## src/rtl/my_registers.sv

```systemverilog
// Register-block layout shared by the component register reader and the
// per-component responders.
package my_registers;

  typedef struct packed {
    logic [15:0] component;
    logic [7:0]  major;
    logic [3:0]  minor;
    logic [3:0]  build;
  } version_register_t;

  // Word 1 occupies the upper half, word 0 (version) the lower half.
  typedef struct packed {
    logic [15:0]       memory_offset;
    logic [7:0]        stat_depth;
    logic [7:0]        stat_width;
    version_register_t version;
  } component_registers_t;

  localparam int VERSION_OFFSET = 0;
  localparam int CONFIG_OFFSET  = 4;

  localparam component_registers_t DEFAULT_READ_MASK = '{
    memory_offset: 16'hFFFF,
    stat_depth:    8'hFF,
    stat_width:    8'hFF,
    version:       '{component: 16'hFFFF, major: 8'hFF, minor: 4'hF, build: 4'hF}
  };

  typedef enum logic [1:0] {
    ST_IDLE,
    ST_REQ,
    ST_WAIT_RSP,
    ST_FINISH
  } state_t;

endpackage

```

## src/rtl/component_register_reader.sv

```systemverilog
// Bus initiator that sweeps a component's two-word register block, masks the
// result and checks the version's component ID.
module component_register_reader
  import my_registers::*;
#(
  parameter int                   ADDR_WIDTH         = 16,
  parameter logic [ADDR_WIDTH-1:0] BASE_ADDR         = '0,
  parameter component_registers_t READ_MASK          = DEFAULT_READ_MASK,
  parameter logic [15:0]          EXPECTED_COMPONENT = 16'h0000,
  parameter int                   TIMEOUT_CYCLES     = 255
) (
  input  logic                  clk,
  input  logic                  reset_n,
  input  logic                  start,
  output logic                  busy,
  output logic                  done,
  output logic                  error,
  output logic                  version_mismatch,
  output logic                  req_valid,
  input  logic                  req_ready,
  output logic [ADDR_WIDTH-1:0] req_addr,
  input  logic                  rsp_valid,
  input  logic [31:0]           rsp_data,
  input  logic                  rsp_error,
  output logic [63:0]           regs_out,
  output logic                  regs_valid
);

  localparam int CNT_W = (TIMEOUT_CYCLES < 2) ? 1 : $clog2(TIMEOUT_CYCLES);

  state_t               state;
  logic                 idx;
  logic [31:0]          word0;
  logic [CNT_W-1:0]     cnt;
  logic                 expired;
  component_registers_t masked;

  // Counter holds cycles already spent in the state, so expiry fires on the
  // TIMEOUT_CYCLES-th cycle.
  assign expired = (TIMEOUT_CYCLES != 0) && (cnt == CNT_W'(TIMEOUT_CYCLES - 1));
  assign masked  = component_registers_t'({rsp_data, word0}) & READ_MASK;

  always_ff @(posedge clk) begin
    if (!reset_n) begin
      state            <= ST_IDLE;
      idx              <= 1'b0;
      word0            <= '0;
      cnt              <= '0;
      busy             <= 1'b0;
      done             <= 1'b0;
      error            <= 1'b0;
      version_mismatch <= 1'b0;
      req_valid        <= 1'b0;
      req_addr         <= '0;
      regs_out         <= '0;
      regs_valid       <= 1'b0;
    end else begin
      done <= 1'b0;
      unique case (state)
        ST_IDLE: begin
          if (start) begin
            state            <= ST_REQ;
            idx              <= 1'b0;
            cnt              <= '0;
            error            <= 1'b0;
            version_mismatch <= 1'b0;
            regs_valid       <= 1'b0;
            busy             <= 1'b1;
            req_valid        <= 1'b1;
            req_addr         <= BASE_ADDR + ADDR_WIDTH'(VERSION_OFFSET);
          end
        end
        ST_REQ: begin
          // An accepted request wins over a simultaneous expiry.
          if (req_ready) begin
            state     <= ST_WAIT_RSP;
            req_valid <= 1'b0;
            cnt       <= '0;
          end else if (expired) begin
            state     <= ST_FINISH;
            error     <= 1'b1;
            req_valid <= 1'b0;
            busy      <= 1'b0;
            done      <= 1'b1;
          end else begin
            cnt <= cnt + 1'b1;
          end
        end
        ST_WAIT_RSP: begin
          if (rsp_valid && !rsp_error) begin
            if (idx) begin
              state            <= ST_FINISH;
              regs_out         <= masked;
              regs_valid       <= 1'b1;
              version_mismatch <= (masked.version.component != EXPECTED_COMPONENT);
              busy             <= 1'b0;
              done             <= 1'b1;
            end else begin
              state     <= ST_REQ;
              word0     <= rsp_data;
              idx       <= 1'b1;
              cnt       <= '0;
              req_valid <= 1'b1;
              req_addr  <= BASE_ADDR + ADDR_WIDTH'(CONFIG_OFFSET);
            end
          end else if (rsp_valid || expired) begin
            state <= ST_FINISH;
            error <= 1'b1;
            busy  <= 1'b0;
            done  <= 1'b1;
          end else begin
            cnt <= cnt + 1'b1;
          end
        end
        ST_FINISH: state <= ST_IDLE;
        default:   state <= ST_IDLE;
      endcase
    end
  end

endmodule
```

## config.mk

```make
export PLATFORM = sky130hd
export DESIGN_NAME = component_register_reader
export DESIGN_NICKNAME = d
export VERILOG_FILES = /design/src/rtl/my_registers.sv /design/src/rtl/component_register_reader.sv
export SDC_FILE = /design/constraint.sdc
export NUM_CORES = 1
export LEC_CHECK = 0
export BUFFER_PORTS_ARGS = -buffer_cell sky130_fd_sc_hd__buf_4
export CORE_MARGIN = 3
export CORE_UTILIZATION = 25
export DETAILED_ROUTE_END_ITERATION = 8
export SLEW_MARGIN = 5
export SYNTH_ARGS = -nofsm -noshare
export SYNTH_HDL_FRONTEND = slang
export SYNTH_SLANG_ARGS = --single-unit
```

## constraint.sdc

```tcl
create_clock -name clk -period 2.35 [get_ports clk]
set_input_delay 0.705 -clock clk [delete_from_list [all_inputs] [get_ports clk]]
set_output_delay 0.705 -clock clk [all_outputs]
set_load 0.1 [all_outputs]
```

Word-level counts from Yosys, hierarchy flattened
Cells that the tools add are included.

Register bits: 129.

Reductions and logical operators: 17. Equality and inequality tests: 18. Mux-type cells: 49. $add $sub $neg: 1. Bitwise gates (word level): 1.

Operators with widths (number): $mux 16 (3); $mux 8 (6); $pmux 16 s2 (1); $mux 1 (24); $pmux 8 s3 (1); $ne 3x3->1 const B (6); $ne 2x2->1 const B (8); $reduce_bool 16->1 (1); $mux 2 (6); $reduce_and 3->1 (4); $reduce_and 6->1 (2); $reduce_and 5->1 (2); $pmux 1 s3 (3); $add 8x1->8 const B (1); $eq 8x8->1 const B (1); $pmux 1 s2 (4); $pmux 2 s4 (1); $reduce_and 4->1 (2); $eq 2x2->1 const B (2); $reduce_bool 3->1 (1); $eq 2x1->1 const B (1); $logic_not 2->1 (1); $reduce_bool 2->1 (1); $logic_and 1x1->1 (1); other kinds (3) (3).

Logic depth before layout (Yosys ltp)
Depth in word-level cells: 5. Gate-level depth with buffers: 9. Mapped depth without buffers: 7.

Worst setup path after synthesis
Ideal clock, no wire load.

Path type: input to register. Start point: input port rsp_error. End point: register cnt[2]. Arrival time: 1.940 ns. Slack: 0.340 ns. Stages on the path: 6. Buffers on the path: 1. Setup time: 0.070 ns. Required time: 2.280 ns. Cells stage by stage: or3b_4 > a21oi_2 > o21ai_2 > buf_6 > or3_4 > a21oi_1.

Word-level cells in the longest chain between the ends: 4.

Ends and longest elaborated chain: from (decl) (line component_register_reader.sv:24) `input logic rsp_error,`; $logic_not 1->1 * (line component_register_reader.sv:90) `if (rsp_valid && !rsp_error) begin`; $logic_and 1x1->1 * (line component_register_reader.sv:90); $ne 3x3->1 (no source line) or $mux 8 (tied branches); $reduce_and 5->1 (no source line) or $pmux 8 s3 (tied branches); to (signal assigned) (line component_register_reader.sv:86) `cnt <= cnt + 1'b1;`; to (signal assigned) (line component_register_reader.sv:112) `cnt <= cnt + 1'b1;`; to (decl) (line component_register_reader.sv:34) `logic [CNT_W-1:0] cnt;`.

Mark *: on every way between the ends. The rest lies on a longest branch, timed or not. A chain may end at the register's enable or synchronous reset.

Worst setup path in the final report
Start point: register state[1]. End point: register cnt[5].

Word-level cells in the longest chain between the ends: 3.

Ends and longest elaborated chain: from (decl) (line component_register_reader.sv:31) `state_t state;`; from (signal assigned) (line component_register_reader.sv:45) `state <= ST_IDLE;`; from (signal assigned) (line component_register_reader.sv:62) `state <= ST_REQ;`; from (signal assigned) (line component_register_reader.sv:76) `state <= ST_WAIT_RSP;`; $eq 2x2->1 (tied with other cells) (line component_register_reader.sv:59) `unique case (state)`; $ne 3x3->1 (no source line) (tied with other cells); $reduce_and 5->1 (no source line).

Several ways; a longest one is shown, not always the timed one.

==> impl_metrics.ini <==
[run_status]
status = finished, final reports clean

[logic_synthesis]
synth_top_area_share_pct = 48.4
synthArstFlopShare_pct = 0
netlist_area_mm2 = 0.00471
yosysSeqAreaShare_pct = 48.4
yosys_most_used_dff = dfxtp_1
synth_area_leaders = dfxtp_1, nand2_1, a21boi_0, buf_4, clkbuf_1
synth_cells = 570
synth_top_area_cell = dfxtp_1
synth_cell_types = 42
synth_seq_cells = 114
ys_warn_count = 0
syn_avg_cell_area_um2 = 8.27
synth_edf_count = 0
synth.most_common_cell = nand2_1
synth_commonest_cells = nand2_1, dfxtp_1, a21boi_0, clkbuf_1, buf_4

[cts]
htree_levels = 4
cts_resized = 0
clock_sinks = 114
clock_latency_ns = 0.41
clk_pin_slew_worst_paths_ns = 0.06
cts_tree = yes
cts-root-buf = clkbuf_16
cts_buffer_depth = 2
post_cts_buffers = 0
ctsHoldBuffers = 0
cts_buffers = 17

[route]
drc = 0
first_iter_violations = 165
vias = 3968
routed_wl_mm = 12.2
firstDrtPassIters = 6
via_per_inst = 4.35
wl_per_cell_um = 13.4
final_antenna_net_count = 0

[setup_path]
startpoint_type = register
path_cells = inv_1, ha_1, nor2b_1, buf_4, a21oi_2, o21ai_2, or4b_1, a21boi_1
rr_worst_depth = 8
crit_fanout = 9
end_kind = register
r2r_start = state[1]$_SDFFE_PN0P_
reg2reg_setup_slack_ns = 0.30
worst_ep_required_time_ns = 2.69
reg2reg_to = cnt[5]$_SDFFE_PN0P_
critPathSlowestCell = or4b_1
crit_end = cnt[5]$_SDFFE_PN0P_
critical_path_class = register to register
worstPathArrival_ns = 2.39
cp_slowest_stage_delay_ns = 0.52
crit_start = state[1]$_SDFFE_PN0P_

[floorplan]
ios = 124
dieArea_mm2 = 0.0205
core_region_area_mm2 = 0.0182
die_h_um = 143
start_util_pct = 25.9
die_x_um = 143
rows = 49

[global_routing]
grt_pass1_wl_mm = 19.7
grt-ovfl-total = 0
antenna_found_initial = 0
grt_pass1_vias = 3830
grt_max_degree = 42
grt_usage_pct = 12.2

[power_and_ir_drop]
p_per_area_mw_per_mm2 = 861
p_leak_nw = 2.36
peakVddDrop_v = 0.000460

[cells_and_area]
syn_to_final_growth_pct = 34.9
drive_gt1_share_pct = 23.0
final_core_util_pct = 34.9
fin_nets = 716
diodes = 0

[sta]
slew-limit-headroom_pct = 65.9
fmax_mhz = 489
rsz0062_at_grt = no
final-setup-viol-count = 0
finalHoldViolCount = 0
timing.final.crit_period_ns = 2.05
final_max_slew_viol_count = 0
timing.final.crit_share_pct = 87.1
worstMarginPinSlew_ns = 0.506
tns_ns = 0
clock_skew_ns = 0.00793

[flow_run]
maxCapViolCount = 0

[hold_path]
hp-class = register to register

[place]
gp_congestion = 0.806
io_buffers = 108
post-dp-hpwl_mm = 8.26
worst max-delay path, delay by kind of cell (launching register included):
family | cells | cell delay, ns
flip-flops | 1 | 0.40
AO/OA/AOI/OAI | 3 | 0.40
adder cells (fa/ha/maj) | 1 | 0.25
buffers and inverters | 2 | 0.24
AND/OR/NAND/NOR | 2 | 0.69
per-stage QoR:
| stage | hold slack (ns) | std cells | power [mW] | instance area, µm² | worst slack (ns) |
|---|---|---|---|---|---|
| floorplan | 0.431 | 584 | 2.80 | 4760 | 0.340 |
| global placement | 0.442 | 882 | 3.04 | 5790 | 0.125 |
| detailed placement | 0.443 | 882 | 3.04 | 5790 | 0.117 |
| CTS | 0.451 | 912 | 5.57 | 6360 | 0.302 |
| global route | 0.456 | 912 | 5.73 | 6360 | 0.165 |
| finish | 0.450 | 912 | 5.48 | 6360 | 0.304 |
registers in the layout, summed over array words and instances, names as in the netlist:
name              flops
version_mismatch      1
done                  1
busy                  1
regs_out             64
state                 2
error                 1
req_valid             1
idx                   1
regs_valid            1
word0                32
req_addr              1
cnt                   8
layout make-up:
type | count | area, µm²
Clock inverter | 9 | 109
Sequential cell | 114 | 2280
Fill cell | 1903 | 11900
Tap cell | 229 | 287
Timing Repair Buffer | 121 | 996
Clock buffer | 21 | 460
Inverter | 6 | 22.5
Multi-Input combinational cell | 412 | 2200
report_power, final:
group | switching, mW | internal (mW)
Combinational | 0.629 | 0.320
Sequential | 0.0448 | 2.00
Clock | 0.886 | 1.60
layer usage:
metal,share of wire [%],global-route usage (%)
met1,46,14.9
met2,47,19.8
met3,5.9,4.09
met4,1.7,5.20
met5,0,0
cells in the final DEF (no fill, tap or decap), types with 3 or more instances in the layout:
master and instances:
a21boi_0 94, a21boi_1 6, a21oi_1 6, a31oi_1 3
buf_12 7, buf_4 114, clkbuf_16 17, clkinvlp_4 4
conb_1 15, dfxtp_1 114, ha_1 6, inv_1 6
nand2_1 201, nand3_1 5, nor2_1 13, nor2b_1 8
nor4_1 5, o211ai_1 4, o21a_1 3, o21ai_0 10
worst min path at each step:
stage,endpoint,slack (ns),depth (start not counted),from
3_3_place_gp,regs_out[14]$_SDFFE_PN0P_,0.44,2,word0[14]$_SDFFE_PN0P_
3_5_place_dp,regs_out[14]$_SDFFE_PN0P_,0.44,2,word0[14]$_SDFFE_PN0P_
2_1_floorplan,regs_out[14]$_SDFFE_PN0P_,0.43,2,word0[14]$_SDFFE_PN0P_
4_1_cts,regs_out[14]$_SDFFE_PN0P_,0.45,2,word0[14]$_SDFFE_PN0P_
6_report,regs_out[12]$_SDFFE_PN0P_,0.45,2,word0[12]$_SDFFE_PN0P_
5_1_grt,regs_out[14]$_SDFFE_PN0P_,0.46,2,word0[14]$_SDFFE_PN0P_
cell families (layout without fill, tap and decap cells):
| group | Yosys count | after routing | share of synthesized area, % |
|---|---|---|---|
| AO/OA/AOI/OAI | 136 | 136 | 20.8 |
| adder cells (fa/ha/maj) | 6 | 6 | 1.59 |
| buffers and inverters | 58 | 157 | 6.27 |
| flip-flops | 114 | 114 | 48.4 |
| multiplexers | 2 | 2 | 0.425 |
| other | 1 | 15 | 0.0796 |
| AND/OR/NAND/NOR | 253 | 253 | 22.4 |
Note: power is estimated with default switching activity, not from simulation.
